### src/rtl/emilian_muxpga_if.sv
// Pin bundle of the emilian_muxpga tile: user inputs/outputs and the
// bidirectional pins that carry the serial configuration chain.
interface emilian_muxpga_if;
  logic       ena;
  logic [7:0] ui_in;
  logic [7:0] uo_out;
  logic [7:0] uio_in;
  logic [7:0] uio_out;
  logic [7:0] uio_oe;

  // Driver side (harness or surrounding chip)
  modport master (
    output ena,
    output ui_in,
    output uio_in,
    input  uo_out,
    input  uio_out,
    input  uio_oe
  );

  // Tile side
  modport slave (
    input  ena,
    input  ui_in,
    input  uio_in,
    output uo_out,
    output uio_out,
    output uio_oe
  );
endinterface

### src/rtl/emilian_muxpga.sv
// emilian_muxpga: eight 2-input LUT cells with optional output flops,
// configured through a 104-bit serial chain (13 bits per cell).
// Cell fields: [3:0] truth table, [7:4] selA, [11:8] selB, [12] registered.
// Source pool is {q[7:0], ui_in[7:0]}; feedback only passes through flops.
module emilian_muxpga (
  input  logic              clk,
  input  logic              rst_n,
  emilian_muxpga_if.slave   bus
);
  localparam int NCELL     = 8;
  localparam int CELL_BITS = 13;
  localparam int CHAIN     = NCELL * CELL_BITS;

  logic             cfg_en;
  logic             cfg_data;
  logic [CHAIN-1:0] cfg;
  logic [NCELL-1:0] q;
  logic [15:0]      pool;
  logic [NCELL-1:0] lut_out;
  logic [NCELL-1:0] cell_out;
  logic             unused_ok;

  // 2-input LUT lookup; B selects the upper half of the table
  function automatic logic lut2(input logic [3:0] t, input logic a, input logic b);
    return t[{b, a}];
  endfunction

  assign cfg_en    = bus.uio_in[0];
  assign cfg_data  = bus.uio_in[1];
  assign unused_ok = &{1'b0, bus.ena, bus.uio_in[7:2]};
  assign pool      = {q, bus.ui_in};

  // Config chain: shifts in one bit per enabled edge, first bit ends at the tail
  always_ff @(posedge clk or negedge rst_n) begin
    if (!rst_n) begin
      cfg <= '0;
    end else if (cfg_en) begin
      cfg <= {cfg[CHAIN-2:0], cfg_data};
    end
  end

  // LUT evaluation and per-cell output select (flop or combinational path)
  always_comb begin
    lut_out  = '0;
    cell_out = '0;
    for (int i = 0; i < NCELL; i++) begin
      lut_out[i]  = lut2(cfg[CELL_BITS*i +: 4],
                         pool[cfg[CELL_BITS*i + 4 +: 4]],
                         pool[cfg[CELL_BITS*i + 8 +: 4]]);
      cell_out[i] = cfg[CELL_BITS*i + 12] ? q[i] : lut_out[i];
    end
  end

  // Cell flops: all cells update together, frozen while the chain is loading
  always_ff @(posedge clk or negedge rst_n) begin
    if (!rst_n) begin
      q <= '0;
    end else if (!cfg_en) begin
      q <= lut_out;
    end
  end

  // Outputs are blanked during loading so partial configs never reach the pins
  assign bus.uo_out  = cfg_en ? 8'h00 : cell_out;
  assign bus.uio_out = {cfg[CHAIN-1], 7'b0};
  assign bus.uio_oe  = 8'h80;

endmodule

### src/flat_wrapper.sv
// flat-port wrapper written by rule: the top's interface ports become plain ports
module emilian_muxpga_flat 
  (clk, rst_n, bus_ena, bus_ui_in, bus_uio_in, bus_uo_out, bus_uio_out, bus_uio_oe);
  emilian_muxpga_if bus_i ();
  input  logic clk;
  input  logic rst_n;
  input wire logic [$bits(bus_i.ena)-1:0] bus_ena;
  input wire logic [$bits(bus_i.ui_in)-1:0] bus_ui_in;
  input wire logic [$bits(bus_i.uio_in)-1:0] bus_uio_in;
  output wire logic [$bits(bus_i.uo_out)-1:0] bus_uo_out;
  output wire logic [$bits(bus_i.uio_out)-1:0] bus_uio_out;
  output wire logic [$bits(bus_i.uio_oe)-1:0] bus_uio_oe;
  assign bus_i.ena = bus_ena;
  assign bus_i.ui_in = bus_ui_in;
  assign bus_i.uio_in = bus_uio_in;
  assign bus_uo_out = bus_i.uo_out;
  assign bus_uio_out = bus_i.uio_out;
  assign bus_uio_oe = bus_i.uio_oe;
  emilian_muxpga u_core (.clk(clk), .rst_n(rst_n), .bus(bus_i));
endmodule
### config.mk
export PLATFORM = sky130hd
export DESIGN_NAME = emilian_muxpga_flat
export DESIGN_NICKNAME = d
export VERILOG_FILES = /design/src/rtl/emilian_muxpga_if.sv /design/src/rtl/emilian_muxpga.sv /design/src/flat_wrapper.sv
export SDC_FILE = /design/constraint.sdc
export NUM_CORES = 1
export LEC_CHECK = 0
export BUFFER_PORTS_ARGS = -buffer_cell sky130_fd_sc_hd__buf_2
export CAP_MARGIN = 20
export CELL_PAD_IN_SITES_DETAIL_PLACEMENT = 2
export CELL_PAD_IN_SITES_GLOBAL_PLACEMENT = 2
export CORE_MARGIN = 2
export CORE_UTILIZATION = 42
export CTS_BUF_LIST = sky130_fd_sc_hd__clkbuf_2 sky130_fd_sc_hd__clkbuf_4 sky130_fd_sc_hd__clkbuf_8
export DETAILED_ROUTE_END_ITERATION = 10
export PLACE_DENSITY_LB_ADDON = 0.1
export SYNTH_ARGS = -nofsm -noshare
export SYNTH_HDL_FRONTEND = slang
export SYNTH_SLANG_ARGS = --single-unit
### constraint.sdc
create_clock -name clk -period 2.25 [get_ports clk]
set_clock_uncertainty 0.05 [all_clocks]
set_input_delay 0.3375 -clock clk [delete_from_list [all_inputs] [get_ports clk]]
set_output_delay 0.3375 -clock clk [all_outputs]
set_load 0.02 [all_outputs]
==> flow_summary.ini <==
[status]
status = finished with violations
violations = setup timing

[floorplanning]
initial_utilization_pct = 42.9
dieArea_sq_mm = 0.0172
io_pins = 43
die_y_um = 131
die_w_um = 131
rows = 46
core-area_sq_mm = 0.0158

[detailed_routing]
first_pass_iters = 4
drc = 0
drt_iter0_drc = 328
post_drt_wl_per_cell_um = 23.4
viasPerCell = 5.77
ant_nets = 0
wirelength_um = 16700
vias = 4111

[global_route]
grt_use_total_pct = 20.5
antenna_found_initial = 0
grt_max_degree = 113
grt_overflow = 0
grt_first_pass_wirelength_um = 27300
grt_pass1_vias = 4668

[cells_and_area]
fill_cells = 1458
layout-drive-gt1-share_pct = 61.8
regArea_sq_mm = 0.00282
nets = 511
syn_to_final_growth_pct = 14.8
final_cell_area_sq_mm = 0.00779
fin_util_pct = 49.2
antenna_cells = 0
multiInputGateArea_sq_mm = 0.00357

[clock_network]
max-clock-path-buffers = 2
cts_sinks = 112
h-tree-depth = 3
cts_buffers = 9
cts_tree = built
root_buffer = clkbuf_8
clkTransAtPathRegs_ns = 0.11
clock_latency_ns = 0.40

[synthesis]
synthMuxAreaShare_pct = 50.9
synthCells = 431
ys_warn_count = 0
netlist.area_leader.share_pct = 41.3
synth-compound-area-share_pct = 1.48
synth_edf_count = 0
synth_top_family_by_area = multiplexers
syn-cell-area_sq_mm = 0.00679
synthAdderAreaFrac_pct = 0
ys.flop_type = dfrtp_1
synthTopCellsByArea = dfrtp_1 41%, mux2_2 19%, mux4_2 16%, mux4_1 9.3%, mux2i_1 7.1%
synth_xor_area_share_pct = 0
yosys.area_share.simple_pct = 0
yosysTopAreaCell = dfrtp_1
ys_seq_area_share_pct = 41.3
synth-async-reset-ratio_pct = 100
avgSynthCellArea_sq_um = 15.7
synth_top_cells_by_count = 112 x dfrtp_1, 112 x mux2_2, 48 x mux2i_1, 48 x mux4_2, 25 x clkbuf_1
ys_ff_latch = 112
yosysUniqueCellTypes = 15

[sta]
slew_headroom_pct = 53.1
fmax_mhz = 323
setup-violations-final = 16
hold_viol_final = 0
worstMarginPinSlew_ns = 0.703
tns_ns = -8.62
period_needed_ns = 3.10
setup_slack_ns = -0.849
rsz0062_at_grt = yes
min_period_over_period_pct = 138
report.final.slew_viol_count = 0

[worst_hold_path]
hold_class = input pin to register
min_from = bus_uio_in[1]
whs_path_depth = 2
holdPathEnd = u_core.cfg[0]

[critical_path]
worstReg2RegEnd = u_core.q[4]
slowest_stage = mux4_2
critPathMaxFanout = 13
rrSetupSlack_ns = -0.76
max_stage_delay_ns = 0.54
worstSetupEndpointType = output pin
worstSetupPathType = register to output pin
crit_arrival_ns = 2.71
path_buf_inv = 2
rr_startpoint = u_core.q[7]
cp_cell_sequence = buf_12 > mux4_2 > mux4_2 > mux2i_1 > mux2i_1 > o21a_2 > buf_2
reg2regPathDepth = 12
worstSetupStartpointType = register
crit_family = multiplexers
required_ns = 1.86

[placement]
dp_slack_ns = -0.450
dpl.hpwl_um = 10400
placed_area_sq_mm = 0.00730
io_buffer_count = 20
place.gp.congestion = 0.745

[power]
powerDensity_mw_per_mm2 = 745
leakage_nw = 3.42
vdd.ir_drop.worst_uv = 376

[run]
maxCapViolations = 0
-- metal layers --
| layer | up-vias | global-route usage, % | wire, um |
|---|---|---|---|
| met5 | - | 0 | 0 |
| met4 | 0 | 6.82 | 302 |
| met3 | 22 | 3.28 | 779 |
| met2 | 98 | 33.9 | 8200 |
| met1 | 2233 | 27.6 | 7390 |
| li1 | 1758 | - | - |
-- power by group --
group	switching (mW)	internal, mW
logic	0.754	1.24
registers	0.324	2.26
clock network	0.729	0.491
total	1.81	4.00
-- state kept, by name, indices dropped and copies added, names as in the netlist --
register	cells
u_core.q	8
u_core.cfg	104
-- what timing repair did --
action / in CTS / in global routing
pin swaps: 0 / 2
gates cloned: 1 / 1
gates resized for setup: 19 / 15
hold buffers: 1 / 0
buffers inserted: 17 / 4
setup endpoints to repair: 16 / 16
hold endpoints to repair: 40 / 0
-- logic make-up (layout without fill, tap and decap cells) --
family                 count (synthesis)  in the layout
AOI/OAI and AO/OA                     16             16
buffers and inverters                 69            122
DFF                                  112            112
muxes                                232            232
other                                  2             15
-- cells in the final DEF (no fill, tap or decap), drive strengths merged --
cell type and count:
mux2 112, dfrtp 112, buf 96, mux4 72, mux2i 48, conb 15, clkbuf 13, inv 9
a21oi 8, o21a 8, clkinv 3, dlygate4sd3 1
-- metrics by stage --
stage	total power [mW]	std cells	hold slack, ns
CTS	5.80	708	0.102
floorplan	3.84	444	-0.00809
global placement	4.35	673	0.423
finish	5.80	713	0.123
detailed placement	4.42	673	0.426
global route	6.13	713	0.115
-- worst max path at each step --
stage	slack [ns]	end	depth (start not counted)	from
final	-0.85	bus_uo_out[4]	7	u_core.q[7]
after global routing	-0.92	bus_uo_out[3]	7	u_core.q[7]
after global placement	-0.44	bus_uo_out[2]	7	bus_ui_in[3]
after CTS	-0.88	bus_uo_out[4]	7	u_core.q[7]
after floorplan	-0.06	bus_uo_out[0]	6	u_core.cfg[6]
after detailed placement	-0.45	bus_uo_out[3]	7	bus_ui_in[7]
-- final cells by class --
type,instances,share of cell area [%]
clock buffers,12,2.04
clock inverters,4,0.482
inverters,8,0.385
multi-input cells,263,45.9
flip-flops and latches,112,36.1
well taps,216,3.47
repair buffers,98,11.6
No activity file was read; power rests on OpenSTA's default activity.
